===== src/rtl/if_stage.sv =====
// if_stage: MIPS instruction fetch stage; owns the PC and holds the fetched word.
// Define IF_JR_EN to let jr redirect the PC to rs_data (ignored otherwise).
module if_stage #(
    parameter logic [31:0] RESET_PC = 32'h0000_3000
) (
    input  logic        clk,
    input  logic        rst_n,
    output logic        imem_req,
    output logic [31:0] imem_addr,
    input  logic        imem_ready,
    input  logic [31:0] imem_rdata,
    output logic [31:0] instr,
    output logic [5:0]  OpCode,
    output logic [5:0]  Funct,
    output logic        instr_valid,
    output logic [31:0] pc,
    output logic [31:0] pc_plus4,
    input  logic [1:0]  Branch,
    input  logic        zero,
    input  logic [31:0] imm_ext,
    input  logic        jr,
    input  logic [31:0] rs_data,
    input  logic        exec_done
);

    typedef enum logic [1:0] {
        BOOT,
        FETCH,
        HOLD
    } state_t;

    state_t      state;
    logic [31:0] npc;
    logic [31:0] br_tgt;
    logic [31:0] j_tgt;
    logic [31:0] jr_tgt;
    logic        take_jr;
    logic        take_j;
    logic        take_br;
    logic        br_cond;
    logic        unused_bits;

    assign imem_addr = pc;
    assign pc_plus4  = pc + 32'd4;
    assign OpCode    = instr[31:26];
    assign Funct     = instr[5:0];

    // Branch offset drops the top two immediate bits before the wrap-around add.
    assign br_tgt = pc_plus4 + {imm_ext[29:0], 2'b00};
    assign j_tgt  = {pc_plus4[31:28], instr[25:0], 2'b00};
    assign jr_tgt = {rs_data[31:2], 2'b00};

`ifdef IF_JR_EN
    assign take_jr     = jr;
    assign unused_bits = ^{imm_ext[31:30], rs_data[1:0]};
`else
    assign take_jr     = 1'b0;
    assign unused_bits = ^{imm_ext[31:30], jr, rs_data};
`endif

    assign br_cond = ((Branch == 2'b01) & zero) |
                     ((Branch == 2'b10) & ~zero);
    assign take_j  = ~take_jr & (Branch == 2'b11);
    assign take_br = ~take_jr & br_cond;

    always_comb begin
        npc = pc_plus4;
        unique case (1'b1)
            take_jr: npc = jr_tgt;
            take_j:  npc = j_tgt;
            take_br: npc = br_tgt;
            default: npc = pc_plus4;
        endcase
    end

    // imem_req is a register cleared by the async reset, so it drops at once.
    always_ff @(posedge clk or negedge rst_n) begin
        if (!rst_n) begin
            state       <= BOOT;
            pc          <= RESET_PC;
            instr       <= 32'd0;
            instr_valid <= 1'b0;
            imem_req    <= 1'b0;
        end else begin
            unique case (state)
                BOOT: begin
                    state    <= FETCH;
                    imem_req <= 1'b1;
                end
                FETCH: begin
                    if (imem_ready) begin
                        instr       <= imem_rdata;
                        state       <= HOLD;
                        imem_req    <= 1'b0;
                        instr_valid <= 1'b1;
                    end
                end
                HOLD: begin
                    if (exec_done) begin
                        pc          <= npc;
                        state       <= FETCH;
                        imem_req    <= 1'b1;
                        instr_valid <= 1'b0;
                    end
                end
                default: begin
                    state       <= BOOT;
                    imem_req    <= 1'b0;
                    instr_valid <= 1'b0;
                end
            endcase
        end
    end

endmodule


===== config.mk =====
export PLATFORM = sky130hd
export DESIGN_NAME = if_stage
export DESIGN_NICKNAME = d
export VERILOG_FILES = /design/src/rtl/if_stage.sv
export SDC_FILE = /design/constraint.sdc
export NUM_CORES = 1
export LEC_CHECK = 0
export BUFFER_PORTS_ARGS = -buffer_cell sky130_fd_sc_hd__buf_2
export CAP_MARGIN = 15
export CORE_ASPECT_RATIO = 0.5
export CORE_MARGIN = 3
export CORE_UTILIZATION = 49
export DETAILED_ROUTE_END_ITERATION = 8
export GPL_TIMING_DRIVEN = 0
export PLACE_DENSITY = 0.87
export SETUP_SLACK_MARGIN = 0.3
export SLEW_MARGIN = 20
export SYNTH_ARGS = -nofsm -noshare
export SYNTH_HDL_FRONTEND = slang
export SYNTH_SLANG_ARGS = --single-unit
export TNS_END_PERCENT = 30

===== constraint.sdc =====
create_clock -name clk -period 4.4 [get_ports clk]
set_input_delay 0.44 -clock clk [delete_from_list [all_inputs] [get_ports clk]]
set_output_delay 0.44 -clock clk [all_outputs]
set_load 0.01 [all_outputs]

==> results of run 1 <==
## sequential cells by signal, summed over array words and instances, names as in the netlist
| register | cells |
|---|---|
| imem_addr | 30 |
| imem_req | 1 |
| instr | 32 |
| instr_valid | 1 |
| state | 1 |
## cell usage after synthesis (6+ instances only)
cell type / instances
nand2_1: 67
dfrtp_1: 63
nor2_1: 53
buf_4: 49
a21oi_1: 41
o21ai_0: 39
ha_1: 35
xnor2_1: 33
mux2_2: 32
nand3_1: 25
xor2_1: 22
clkbuf_1: 18
a21o_1: 12
a221oi_1: 12
a31oi_1: 11
and3_1: 11
a22oi_1: 10
nor3_1: 10
inv_1: 9
nand2b_1: 9
nand4_1: 7
buf_2: 6
## cell families (layout without fill, tap and decap cells)
| kind of cell | count (synthesis) | count (layout) | share of synthesized area [%] |
|---|---|---|---|
| AOI/OAI and AO/OA | 167 | 167 | 20.03 |
| xor gates and xnor gates | 55 | 55 | 8.752 |
| adders and majority gates | 36 | 36 | 8.320 |
| buffers and inverters | 83 | 307 | 9.161 |
| DFF | 65 | 65 | 29.60 |
| muxes | 33 | 33 | 6.729 |
| other | 1 | 6 | 0.06813 |
| and+or+nand+nor | 205 | 205 | 17.34 |
## per-layer routing
layer | vias to the layer above | global-route usage [%]
li1 | 2720 | -
met1 | 2821 | 38.01
met2 | 374 | 44.78
met3 | 40 | 5.375
met4 | 0 | 6.344
met5 | - | 0
## final timing paths
check | start | end | slack (ns) | depth (start not counted)
worst min-delay path | imem_rdata[21] | instr[21] | 0.33 | 2
worst max register to register | imem_addr[3] | imem_addr[31] | 0.41 | 15
max in group asynchronous | rst_n | imem_addr[13] | 3.34 | 3
worst min register to register | state[1] | imem_req | 0.50 | 1
min in group asynchronous | rst_n | instr[25] | 0.49 | 2
worst max-delay path | imem_addr[3] | imem_addr[31] | 0.41 | 15
## area by class of cell
cell class / instances / area (um^2)
inverters: 9 / 33.78
flip-flops and latches: 65 / 1632
clock buffers: 10 / 239.0
well taps: 140 / 175.2
fillers: 868 / 3342
multi-input cells: 502 / 3490
repair buffers: 208 / 1076
clock inverters: 6 / 113.9
plain buffers: 74 / 471.7
## where the power goes
group / leakage, nW / internal (mW) / switching (mW)
clock: 0.165 / 0.571 / 0.287
combinational: 2.60 / 1.60 / 1.89
sequential: 0.766 / 0.898 / 0.411
total: 3.53 / 3.07 / 2.58
## per-stage QoR
step | area (um^2) | cells | hold slack, ns
finish | 7231 | 1014 | 0.3309
global route | 7231 | 1014 | 0.3310
floorplan | 5523 | 650 | 0.1444
CTS | 7122 | 1012 | 0.3270
global placement | 6719 | 994 | 0.4850
detailed placement | 6749 | 995 | 0.3006
## timing repair
action / 4_1_cts / 5_1_grt
gates resized for setup: 2 / 21
hold buffers: 1 / 0
endpoints found under the setup margin: 2 / 11
hold endpoints to repair: 11 / 0
setup buffers: 0 / 2
pin swaps: 0 / 1
==> results_dict.tcl, run 1 <==
set metrics [dict create \
    period_share_pct 90.69 \
    dr_wl_met3_mm 1.977 \
    htreeDepth 3 \
    period_needed_ns 3.990 \
    postRouteAntennaNets 0 \
    clock_skew_ns 0.006290 \
    place_ws_ns 0.2403 \
    path_class "reg2reg" \
    dieArea_um2 12620 \
    synth_top_area_share_pct 28.64 \
    cts_root_buf "clkbuf_16" \
    power.density_nw_per_um2 781.7 \
    grtUsageTotal_pct 27.44 \
    syn_area_um2 5504 \
    status "finished, final reports clean" \
    core_area_um2 10570 \
    fin_ws_ns 0.4096 \
    numPortBuffers 204 \
    hold_violations 0 \
    avgRoutedWirePerCell_um 18.22 \
    clk_path_buf_depth 2 \
    start_util_pct 52.06 \
    cp_cell_sequence "ha_1 > nand3_2 > nor3_4 > nand2_1 > xnor2_1 > ha_1 > and3_1 > buf_2 > a32oi_1 > o211ai_2 > a21oi_2 > nand3b_1 > a311o_1 > a21oi_2 > xor2_1" \
    cts_tree "yes" \
    layout-drive-gt1-share_pct 39.47 \
    syn_to_final_growth_pct 31.37 \
    rsz0062_at_grt "yes" \
    cap_violations 0 \
    clock_latency_ns 0.34 \
    ys_async_sr_fraction_pct 100.0 \
    dr.pass1.iters 6 \
    synth_ff_type "dfrtp_1" \
    die_h_um 80.94 \
    post-route-util_pct 68.39 \
    totalPowerFinal_mw 5.652 \
    ios 246 \
    clk_pin_slew_worst_paths_ns 0.06 \
    dp_hpwl_mm 14.21 \
    relSlewSlack_pct 51.57 \
    synth_top_area_cell "dfrtp_1" \
    cpPeakStageDelay_ns 0.49 \
    cp_num_buf_inv 1 \
    cts_made_buffers 9 \
    final_cell_mix "209 x buf_2, 67 x nand2_1, 61 x dfrtp_1" \
    max_freq_mhz 250.6 \
    worst-path-max-fanout 8 \
    cts.sinks 65 \
    peakVddDrop_mv 0.4088 \
    drt-total-wl_mm 18.47 \
    diodes 0 \
    top_layer "met4" \
    vias 5955 \
    synth-seq-cells 65 \
    place_congestion 0.9776 \
    rows 26 \
    synth_edf_count 0 \
    fin_setup_tns_ns 0 \
    first_global_vias 5280 \
    cp_slowest_cell "dfrtp_1" \
    grt_pass1_wl_mm 27.38 \
    cp.required_ns 4.66 \
    slew_violations 0 \
    final-setup-viol-count 0 \
    ys_seq_area_share_pct 29.60 \
    crit_arrival_ns 4.25 \
    worst_pin_slew_ns 0.7265 \
    drtIter0Drc 626 \
    cp_top_family "compound AO/OA/AOI/OAI gates" \
    synthCells 645 \
    drc_errors 0 \
    hp-class "in2reg" \
    ys_warn_count 0 \
    cp-end-kind "flop" \
    grt-ovfl-total 0 \
    route.met2.wl_mm 8.487 \
    die_w_um 155.9 \
    grt_max_degree 55 \
    avgSynthCellArea_um2 8.533 \
    vias_per_cell 5.873 \
    antenna_found_initial 0 \
    cp-start-kind "flop" \
    num-nets-final 1009 \
    drt-met1-wl_mm 7.691 \
    layout_commonest_cell "buf_2" \
    p_leak_nw 3.531 \
    synth.area.top_cells "dfrtp_1 29%, ha_1 8.0%, buf_4 6.7%, mux2_2 6.5%, xnor2_1 5.3%" \
    synth_cell_types 61 \
]
(Power assumes the default switching activity.)
==> inputs of run 2 (changes only) <==
--- a/config.mk
+++ b/config.mk
@@ -9,10 +9,10 @@
 export CAP_MARGIN = 15
 export CORE_ASPECT_RATIO = 0.5
 export CORE_MARGIN = 3
-export CORE_UTILIZATION = 49
+export CORE_UTILIZATION = 45
 export DETAILED_ROUTE_END_ITERATION = 8
 export GPL_TIMING_DRIVEN = 0
-export PLACE_DENSITY = 0.87
+export PLACE_DENSITY = 0.81
 export SETUP_SLACK_MARGIN = 0.3
 export SLEW_MARGIN = 20
 export SYNTH_ARGS = -nofsm -noshare
==> run 2 against run 1 <==
Net effect:
- clock skew about the same
- clock-buffer cell count up 1
- register-to-register slack better by 0.11 ns
- critical path depth up 1
- critical endpoint unchanged
- die area increased by 8.4%
- largest power group unchanged
- combinational power about the same
- maximum frequency grew 2.9%
- hold slack gained 0.0021 ns
- cell count rose by 1.9%
- critical path type unchanged
- total power decreased by 3.6%
- wire length decreased by 0.23%
- first-iteration DRC count is 20% lower
==> results_dict.tcl, run 2 (same netlist as run 1, synthesis figures left out) <==
set metrics [dict create \
    cp_top_family "simple AND/OR/NAND/NOR gates" \
    vias_per_cell 5.600 \
    antenna_found_initial 0 \
    grt_max_degree 56 \
    cts_made_buffers 9 \
    final_cell_mix "209 x buf_2, 66 x nand2_1, 58 x dfrtp_1" \
    hold_ws_ns 0.3330 \
    power.density_nw_per_um2 760.4 \
    avgRoutedWirePerCell_um 17.84 \
    vias 5785 \
    pwr-share-clk_pct 12.2 \
    grt_pass1_wl_mm 28.52 \
    cp_num_buf_inv 1 \
    r2r_slack_ns 0.52 \
    clk_path_buf_depth 2 \
    largest_reg_flops 32 \
    die_h_um 84.20 \
    grt-ovfl-total 0 \
    p_int_mw 2.892 \
    dp_hpwl_mm 14.51 \
    cp_slowest_cell "dfstp_2" \
    layout-drive-gt1-share_pct 39.59 \
    clock_skew_ns 0.006531 \
    cp-start-kind "flop" \
    cp-end-kind "flop" \
    final-setup-viol-count 0 \
    fin_cells 1033 \
    drtIter0Drc 502 \
    slew_violations 0 \
    place_ws_ns 0.2972 \
    rows 27 \
    cts_tree "yes" \
    hp-class "in2reg" \
    num-nets-final 1009 \
    start_util_pct 48.06 \
    period_needed_ns 3.877 \
    htreeDepth 3 \
    placed_area_um2 6773 \
    diodes 0 \
    crit_arrival_ns 4.13 \
    pwr-share-comb_pct 63.8 \
    switchingPower_mw 2.558 \
    hold_violations 0 \
    first_global_vias 5479 \
    dieArea_um2 13670 \
    cap_violations 0 \
    rsz0062_at_grt "yes" \
    cpPeakStageDelay_ns 0.61 \
    worst_pin_slew_ns 0.7222 \
    place_congestion 0.9282 \
    layout_commonest_cell "buf_2" \
    period_share_pct 88.12 \
    clock_latency_ns 0.33 \
    cts.sinks 65 \
    status "finished, final reports clean" \
    die_w_um 162.4 \
    postRouteAntennaNets 0 \
    syn_to_final_growth_pct 30.21 \
    final_area_um2 7167 \
    numPortBuffers 204 \
    cts_root_buf "clkbuf_16" \
    ios 246 \
    path_class "reg2reg" \
    cp_cell_sequence "nand3_1 > or2_2 > nor3_2 > nand3_1 > xnor2_2 > ha_1 > buf_2 > a21oi_1 > nor2b_1 > o21a_1 > o21a_1 > a21oi_2 > nand3b_1 > a311o_1 > a21oi_2 > xor2_1" \
    fin_ws_ns 0.5226 \
    relSlewSlack_pct 51.86 \
    grtUsageTotal_pct 26.04 \
    swShare_pct 46.93 \
    largest_register "instr" \
    max_freq_mhz 257.9 \
    p_leak_nw 3.476 \
    peakVddDrop_mv 0.3787 \
    core_area_um2 11450 \
    clk_pin_slew_worst_paths_ns 0.06 \
    dp_cells 1014 \
    drt-total-wl_mm 18.43 \
    fin_setup_tns_ns 0 \
    drc_errors 0 \
    cp.required_ns 4.65 \
    worst-path-max-fanout 8 \
    p_seq_share_pct 24.0 \
    dr.pass1.iters 5 \
]
==> run 2: cell types whose count changed in the layout (fill, tap and decap cells not counted), sizes merged <==
cell and delta:
clkbuf +1, bufinv -3, clkinv +4, inv -1, clkinvlp -1
==> run 2: cell type report <==
| class | count | area (um^2) |
|---|---|---|
| Tap cell | 159 | 198.9 |
| Clock inverter | 5 | 31.28 |
| Timing Repair Buffer | 208 | 1076 |
| Multi-Input combinational cell | 502 | 3477 |
| Buffer | 74 | 471.7 |
| Fill cell | 1017 | 4285 |
| Inverter | 9 | 33.78 |
| Sequential cell | 65 | 1635 |
| Clock buffer | 11 | 242.7 |
==> run 2: final timing paths <==
kind | start | end | cells after the start
hold reg to reg | state[1] | imem_req | 1
min in group asynchronous | rst_n | instr[24] | 2
hold / removal | imem_ready | imem_req | 2
setup reg to reg | imem_addr[12] | imem_addr[31] | 16
max in group asynchronous | rst_n | imem_addr[12] | 3
setup / recovery | imem_addr[12] | imem_addr[31] | 16
==> run 2: repair_timing <==
item,CTS,global route
setup buffers,0,2
gates resized for setup,2,23
hold endpoints to repair,10,0
hold buffers,1,0
pin swaps,0,2
setup endpoints to repair,1,9
==> run 2: metrics by stage <==
stage | power, mW | utilization (%)
finish | 5.450 | 62.58
global route | 5.841 | 62.58
floorplan | 3.499 | -
detailed placement | 4.695 | 59.14
CTS | 5.383 | 61.68
global placement | 4.608 | 58.88
==> run 2: worst reg2reg max path, stage by stage, from the launching register on <==
cell,delay (ns)
dfstp_2,0.61
nand3_1,0.21
or2_2,0.42
nor3_2,0.19
nand3_1,0.16
xnor2_2,0.25
ha_1,0.27
buf_2,0.17
a21oi_1,0.20
nor2b_1,0.07
o21a_1,0.17
o21a_1,0.18
a21oi_2,0.14
nand3b_1,0.13
a311o_1,0.35
a21oi_2,0.13
xor2_1,0.16
==> run 2: per-layer routing <==
metal  wire length, um  global-route usage (%)  share of wire (%)
met3              1863                   6.604                 10
met1              7677                   35.16                 42
met2              8683                   42.84                 47
met5                 0                       0                  0
met4               206                   4.954                1.1
==> run 2: power by group through the flow <==
stage          combinational (mW)  clock (mW)  sequential (mW)
3_3_place_gp                 3.33           0             1.28
5_1_grt                      3.78       0.706             1.35
4_1_cts                      3.43       0.671             1.29
3_5_place_dp                 3.40           0             1.29
6_report                     3.48       0.665             1.31
2_1_floorplan                2.16           0             1.34
